===== src/rtl/input_buff_ctrl.sv =====
`timescale 1ns/1ps
// ---------------------------------------------------------------------------
// input_buff_ctrl
//   Sequencer for a K*K-bank replicated input feature-map buffer. A single
//   write port is broadcast to every bank, and each bank has its own read port.
//
//   The controller runs in two phases:
//     LOAD    : streams a full IMG_CH x IMG_H x IMG_W map into the buffer.
//     COMPUTE : issues one KxK window per cycle on all K*K read ports. Windows
//               are ordered by output row, then output column, then channel
//               (channel is the innermost loop).
//
//   Ports
//     clk, rstn        clock and asynchronous active-low reset
//     start            pulse that begins LOAD; honoured only in IDLE
//     in_valid/ready   pixel handshake; in_ready is high only in LOAD
//     in_data          input pixel, raster order ch, row, col
//     wea/addra/dia    registered broadcast write to the buffer
//                      (the bank-select bits of addra are always 0)
//     enb/addrb        per-port read enables, plus per-port addresses
//                      (port p uses bits [p*AW +: AW])
//     out_ready        downstream can take a window next cycle
//     win_valid/last   a window is on the buffer dob this cycle, and whether
//                      it is the final window of the map
//     busy/done        busy is high outside IDLE; done is a one-cycle end pulse
// ---------------------------------------------------------------------------
module input_buff_ctrl #(
    parameter int IMG_W      = 14,
    parameter int IMG_H      = 14,
    parameter int IMG_CH     = 6,
    parameter int K          = 5,
    parameter int SRAM_DEPTH = 1176,
    parameter int DATA_WIDTH = 8,
    parameter int AW         = $clog2(SRAM_DEPTH),
    parameter int BW         = $clog2(K*K)
) (
    input  logic                  clk,
    input  logic                  rstn,
    input  logic                  start,
    input  logic                  in_valid,
    output logic                  in_ready,
    input  logic [DATA_WIDTH-1:0] in_data,
    output logic                  wea,
    output logic [AW+BW-1:0]      addra,
    output logic [DATA_WIDTH-1:0] dia,
    output logic [K*K-1:0]        enb,
    output logic [K*K*AW-1:0]     addrb,
    input  logic                  out_ready,
    output logic                  win_valid,
    output logic                  win_last,
    output logic                  busy,
    output logic                  done
);

    localparam int OH = IMG_H - K + 1;
    localparam int OW = IMG_W - K + 1;
    localparam int NP = K * K;

    localparam logic [AW-1:0] DEPTH_M1 = AW'(SRAM_DEPTH - 1);
    localparam logic [AW-1:0] OH_M1    = AW'(OH - 1);
    localparam logic [AW-1:0] OW_M1    = AW'(OW - 1);
    localparam logic [AW-1:0] CH_M1    = AW'(IMG_CH - 1);
    localparam logic [AW-1:0] PLANE    = AW'(IMG_H * IMG_W);
    localparam logic [AW-1:0] ROW      = AW'(IMG_W);

    typedef enum logic [2:0] {
        IDLE,
        LOAD,
        COMPUTE,
        FLUSH,
        DONE
    } state_t;

    state_t                state_q, state_d;
    logic [AW-1:0]         wcnt_q, wcnt_d;
    logic [AW-1:0]         oy_q, oy_d;
    logic [AW-1:0]         ox_q, ox_d;
    logic [AW-1:0]         ch_q, ch_d;
    logic [AW-1:0]         addra_q;
    logic [DATA_WIDTH-1:0] dia_q;
    logic                  wea_q;
    logic                  win_valid_q;
    logic                  win_last_q;
    logic                  accept;
    logic                  issue;
    logic                  last_win;
    logic [AW-1:0]         base;

    assign accept   = (state_q == LOAD) && in_valid;
    assign issue    = (state_q == COMPUTE) && out_ready;
    assign last_win = (oy_q == OH_M1) && (ox_q == OW_M1) && (ch_q == CH_M1);

    // Next-state logic, together with the write and window counter updates.
    // Window counters wrap back to zero after the final window, so a new run
    // starts from a clean position without needing a separate clear.
    always_comb begin
        state_d = state_q;
        wcnt_d  = wcnt_q;
        oy_d    = oy_q;
        ox_d    = ox_q;
        ch_d    = ch_q;
        unique case (state_q)
            IDLE: begin
                if (start) state_d = LOAD;
            end
            LOAD: begin
                if (accept) begin
                    if (wcnt_q == DEPTH_M1) begin
                        wcnt_d  = '0;
                        state_d = COMPUTE;
                    end else begin
                        wcnt_d = wcnt_q + 1'b1;
                    end
                end
            end
            COMPUTE: begin
                if (issue) begin
                    if (ch_q == CH_M1) begin
                        ch_d = '0;
                        if (ox_q == OW_M1) begin
                            ox_d = '0;
                            if (oy_q == OH_M1) begin
                                oy_d    = '0;
                                state_d = FLUSH;
                            end else begin
                                oy_d = oy_q + 1'b1;
                            end
                        end else begin
                            ox_d = ox_q + 1'b1;
                        end
                    end else begin
                        ch_d = ch_q + 1'b1;
                    end
                end
            end
            FLUSH:   state_d = DONE;
            DONE:    state_d = IDLE;
            default: state_d = IDLE;
        endcase
    end

    // State and counter registers. The write port is registered, so an
    // accepted pixel reaches the buffer one cycle after its handshake.
    // addra/dia keep their last values between writes.
    always_ff @(posedge clk or negedge rstn) begin
        if (!rstn) begin
            state_q     <= IDLE;
            wcnt_q      <= '0;
            oy_q        <= '0;
            ox_q        <= '0;
            ch_q        <= '0;
            wea_q       <= 1'b0;
            addra_q     <= '0;
            dia_q       <= '0;
            win_valid_q <= 1'b0;
            win_last_q  <= 1'b0;
        end else begin
            state_q     <= state_d;
            wcnt_q      <= wcnt_d;
            oy_q        <= oy_d;
            ox_q        <= ox_d;
            ch_q        <= ch_d;
            wea_q       <= accept;
            win_valid_q <= issue;
            win_last_q  <= issue && last_win;
            if (accept) begin
                addra_q <= wcnt_q;
                dia_q   <= in_data;
            end
        end
    end

    // Top-left address of the current window within its channel plane.
    assign base = ch_q * PLANE + oy_q * ROW + ox_q;

    // Each read port adds a fixed (ky, kx) offset to the window base. The
    // addresses are forced to zero outside COMPUTE so that idle or reset
    // leaves the read bus quiet.
    for (genvar p = 0; p < NP; p++) begin : g_port
        localparam logic [AW-1:0] OFF = AW'((p / K) * IMG_W + (p % K));
        assign addrb[p*AW +: AW] = (state_q == COMPUTE) ? base + OFF : '0;
    end

    assign enb       = {NP{issue}};
    assign in_ready  = (state_q == LOAD);
    assign wea       = wea_q;
    assign addra     = {{BW{1'b0}}, addra_q};
    assign dia       = dia_q;
    assign win_valid = win_valid_q;
    assign win_last  = win_last_q;
    assign busy      = (state_q != IDLE);
    assign done      = (state_q == DONE);

endmodule


===== config.mk =====
export PLATFORM = sky130hd
export DESIGN_NAME = input_buff_ctrl
export DESIGN_NICKNAME = d
export VERILOG_FILES = /design/src/rtl/input_buff_ctrl.sv
export SDC_FILE = /design/constraint.sdc
export NUM_CORES = 1
export LEC_CHECK = 0
export BUFFER_PORTS_ARGS = -buffer_cell sky130_fd_sc_hd__buf_4
export CAP_MARGIN = 30
export CORE_MARGIN = 2
export CORE_UTILIZATION = 45
export DETAILED_ROUTE_END_ITERATION = 8
export PLACE_DENSITY = 0.75
export SLEW_MARGIN = 15
export SYNTH_ARGS = -nofsm -noshare
export SYNTH_HDL_FRONTEND = slang
export SYNTH_SLANG_ARGS = --single-unit

===== constraint.sdc =====
create_clock -name clk -period 7.5 [get_ports clk]
set_input_delay 0.375 -clock clk [delete_from_list [all_inputs] [get_ports clk]]
set_output_delay 0.375 -clock clk [all_outputs]
set_load 0.01 [all_outputs]

==> results by group <==
Run
  – MaxCap Viol Count: 0

Power
  – Leak pwr: 5.38 nW
  – Pwr Density: a little over 80 nW/µm²
  – Sequential Power Share: 0.461
  – Sw Pwr: 0.000240 W
  – Internal Power: between 0.0006 and 0.0007 W
  – Clk network pwr share: 0.431
  – Worst vdd ir: just over 0.0001 V
  – Combinational power share: 0.108
  – PnR Total Power: approximately 0.00094 W
  – Sw Share: 0.256

Critical path
  – Critical path endpoint category: output port
  – Crit Path Max Fanout: 14
  – CP required: roughly 7000 ps
  – CP cell instances: fa_1 > ha_1 > inv_1 > fa_1 > inv_1 > fa_1 > ha_1 > xor2_2 > buf_4 > ha_1 > nand2_1 > a2111oi_0 > nand3_1 > or4_1 > o21ai_1 > buf_4
  – Crit start category: flip-flop
  – Crit-path max cell delay: 670 ps
  – Critical path data arrival time: between 6000 and 7000 ps
  – Cell family with most CP delay: adder cells
  – Crit path kind: reg2out
  – Worst Path Buf+Inv: 4
  – Critical Path Slowest Stage Cell: a2111oi_0

GRT
  – First-pass GRT wire length: ~45000 µm
  – Grt total ovfl: 0
  – Pin count of the biggest net entering global routing: 90
  – Gr usage total: 0.257
  – Initial antenna violation count: 0
  – Vias in the first global route: around 8000

Placed design
  – # port buffers: about 340
  – GPL Wtd Cong: 0.913
  – Detail Placement HPWL: roughly 22000 µm
  – DP Worst Slack: 1180 ps

Logic synthesis
  – Yosys cell types: 52
  – Synthesized netlist cell count: approximately 1200
  – Post-Syn Area: ~9000 µm²
  – Ys flop type: dfrtp_1
  – Async SR Flop Fraction: 1.00
  – Register area share after synthesis: 0.191
  – Post-synth EDFFs: 0
  – Number of synthesized register bits: slightly below 70
  – Ys Warns: 0
  – Synthesized area per cell: ~7.6 µm²

Route
  – DRT Wirelength: a little under 30000 µm
  – Antenna-violating nets left: 0
  – Wire per inst: about 18 µm
  – Via Count: between 8000 and 9000
  – Drt pass-1 iters: 5
  – Vias per inst: about 5.3
  – # DRC: 0
  – Initial DRC Count: between 500 and 600

Hold path
  – Worst hold path class: in2async

Floorplanning
  – Core area: roughly 20000 µm²
  – Die width: roughly 150 µm
  – Row count: 51
  – Total die area: approximately 21000 µm²
  – Initial Util: 0.462
  – Top-Level Pins: 343
  – Die Y: ~150 µm

Layout
  – Share of layout cells above drive strength 1: 0.290
  – Area of the multi-input gates: between 6000 and 7000 µm²
  – Fillers: 1802
  – Final nets: about 1500
  – Storage cell area: ~1700 µm²
  – Ant. Diodes: 0
  – Synth-to-Final Area Change: 24.4%

STA
  – Setup TNS after final layout: 0 ps
  – Final setup vio count: 0
  – Fmax: between 0.15 and 0.2 GHz
  – RSZ-0062 raised after global routing: false
  – Final Cycle Share: 0.851
  – Fin crit period: roughly 6400 ps
  – Clock skew: about 6.5 ps
  – Slew headroom: 0.383
  – Worst-case hold slack: -30.8 ps
  – Worst slew pin tran: 902 ps
  – Final setup margin: ~1100 ps
  – Max Slew Vio Count: 0
  – Hold Vio Cnt, Final: 29

CTS
  – Worst-path clk slew: 60 ps
  – Hold-fix buffers, CTS: 0
  – CTS tree: done
  – Htree depth: 3
  – Inserted Clock Buffers: 9
  – Post-CTS Setup Repair Bufs: 0
  – Max Root-Sink Buffers: 2
  – Root Buffer: clkbuf_16
  – Worst-Skew Late Latency: ~340 ps
  – CTS sink count: 69
  – Post-CTS sizing: 0

Status
  – Failing checks: negative hold slack
  – Status: complete, but fails checks
==> worst register-to-register path: cells and delay by family, from the launching register on <==
family | cells | cell delay (ps)
simple gates | 6 | 2250
flops | 1 | 850
fa+ha+maj | 1 | 280
xor+xnor | 1 | 160
==> layer usage <==
metal | GRT usage | share of wire | vias up
li1 | - | - | 4174
met1 | 0.324 | 0.40 | 4130
met2 | 0.450 | 0.50 | 329
met3 | 0.0304 | 0.057 | 60
met4 | 0.0951 | 0.036 | 0
met5 | 0 | 0 | -
==> worst paths after layout <==
path,startpoint,endpoint,slack [ps],cells after the start
worst min-delay path,rstn,addra_q[1],-30,1
worst max-delay path,oy_q[0],addrb[43],1120,16
worst max register to register,ox_q[0],oy_q[10],3880,8
worst min register to register,ch_q[10],ch_q[10],480,1
min in group clk,in_data[1],dia[1],270,2
max in group asynchronous,rstn,ox_q[7],6990,2
==> power groups by stage <==
stage | clock network (W) | registers, W | logic (W)
6_report | 0.000404 | 0.000432 | 0.000101
5_1_grt | 0.000429 | 0.000437 | 0.000110
4_1_cts | 0.000416 | 0.000432 | 0.000101
3_5_place_dp | 0 | 0.000439 | 0.000100
3_3_place_gp | 0 | 0.000437 | 0.0000984
2_1_floorplan | 0 | 0.000441 | 0.0000427
==> synthesized netlist by cell type (all sizes together), types with 11 or more instances <==
cell    count  area (µm²)
xor2       44         385
nand2     106         400
clkbuf     58         218
fa         20         400
xnor2     107         937
and2       22         138
and3       12        75.1
mux2i      13         130
nand3      45         225
ha         64         801
a21oi      53         265
dfrtp      69        1730
a21o       12        90.1
inv        65         244
buf       130         917
o21ai      47         235
mux2       19         214
or4        24         180
nor3       11        60.1
nor2      165         619
a211oi     18         140
nand4      14        87.6
or3        17         106
==> registers in the layout, summed over array words and instances, names as in the netlist, 3 cells and up <==
signal and flops:
oy_q 11, ch_q 11, wcnt_q 11, addra_q 11, ox_q 11, state_q 3
dia 8
==> cell usage in the layout, fill, tap and decap left out, types with 3 or more instances in the layout <==
cell type | synthesis | final
nand4_1 | 14 | 14
nor3b_1 | 5 | 5
and4_1 | 3 | 3
dfrtp_1 | 69 | 69
mux2_2 | 19 | 19
conb_1 | 1 | 5
nor3_1 | 10 | 9
a221oi_1 | 6 | 6
a211oi_1 | 17 | 17
xor2_1 | 44 | 43
xnor2_1 | 107 | 105
nand2b_1 | 7 | 6
and3_1 | 12 | 12
or4_1 | 24 | 24
buf_4 | 111 | 349
o21ai_0 | 26 | 26
or3_1 | 17 | 17
o21a_1 | 3 | 3
a31oi_1 | 4 | 4
a21oi_1 | 53 | 53
inv_1 | 62 | 62
nor4_1 | 5 | 5
fa_1 | 20 | 20
nand3_1 | 45 | 45
inv_2 | 3 | 3
nor2_1 | 165 | 165
a21o_1 | 12 | 12
mux2i_1 | 13 | 13
and2_1 | 22 | 22
inv_6 | 0 | 3
ha_1 | 64 | 64
o21ai_1 | 21 | 20
nor2b_1 | 9 | 9
nand2_1 | 105 | 105
clkbuf_16 | 0 | 9
==> cell families after synthesis <==
kind of cell / share of synthesized area
compound gates: 0.100
xor+xnor: 0.149
fa+ha+maj: 0.133
buf+inv: 0.152
flops: 0.191
mux: 0.0380
other cells: 0.000414
simple gates: 0.237
==> final cells by class <==
cell class | count | area share
clock inverters | 5 | 0.00378
well taps | 265 | 0.0294
inverters | 65 | 0.0217
repair buffers | 352 | 0.236
clock buffers | 11 | 0.0216
flip-flops and latches | 69 | 0.153
multi-input cells | 876 | 0.534
==> metrics by stage <==
| step | utilization | cells | hold WS (ps) | area (µm²) |
|---|---|---|---|---|
| 2_1_floorplan | - | 1198 | 79.4 | 9060 |
| 3_3_place_gp | 0.558 | 1623 | 462 | 10900 |
| 3_5_place_dp | 0.558 | 1623 | 468 | 10900 |
| 4_1_cts | 0.572 | 1639 | 192 | 11200 |
| 5_1_grt | 0.575 | 1643 | 2.33 | 11300 |
| 6_report | 0.575 | 1643 | -30.8 | 11300 |
Note: power is estimated with default switching activity, not from simulation.
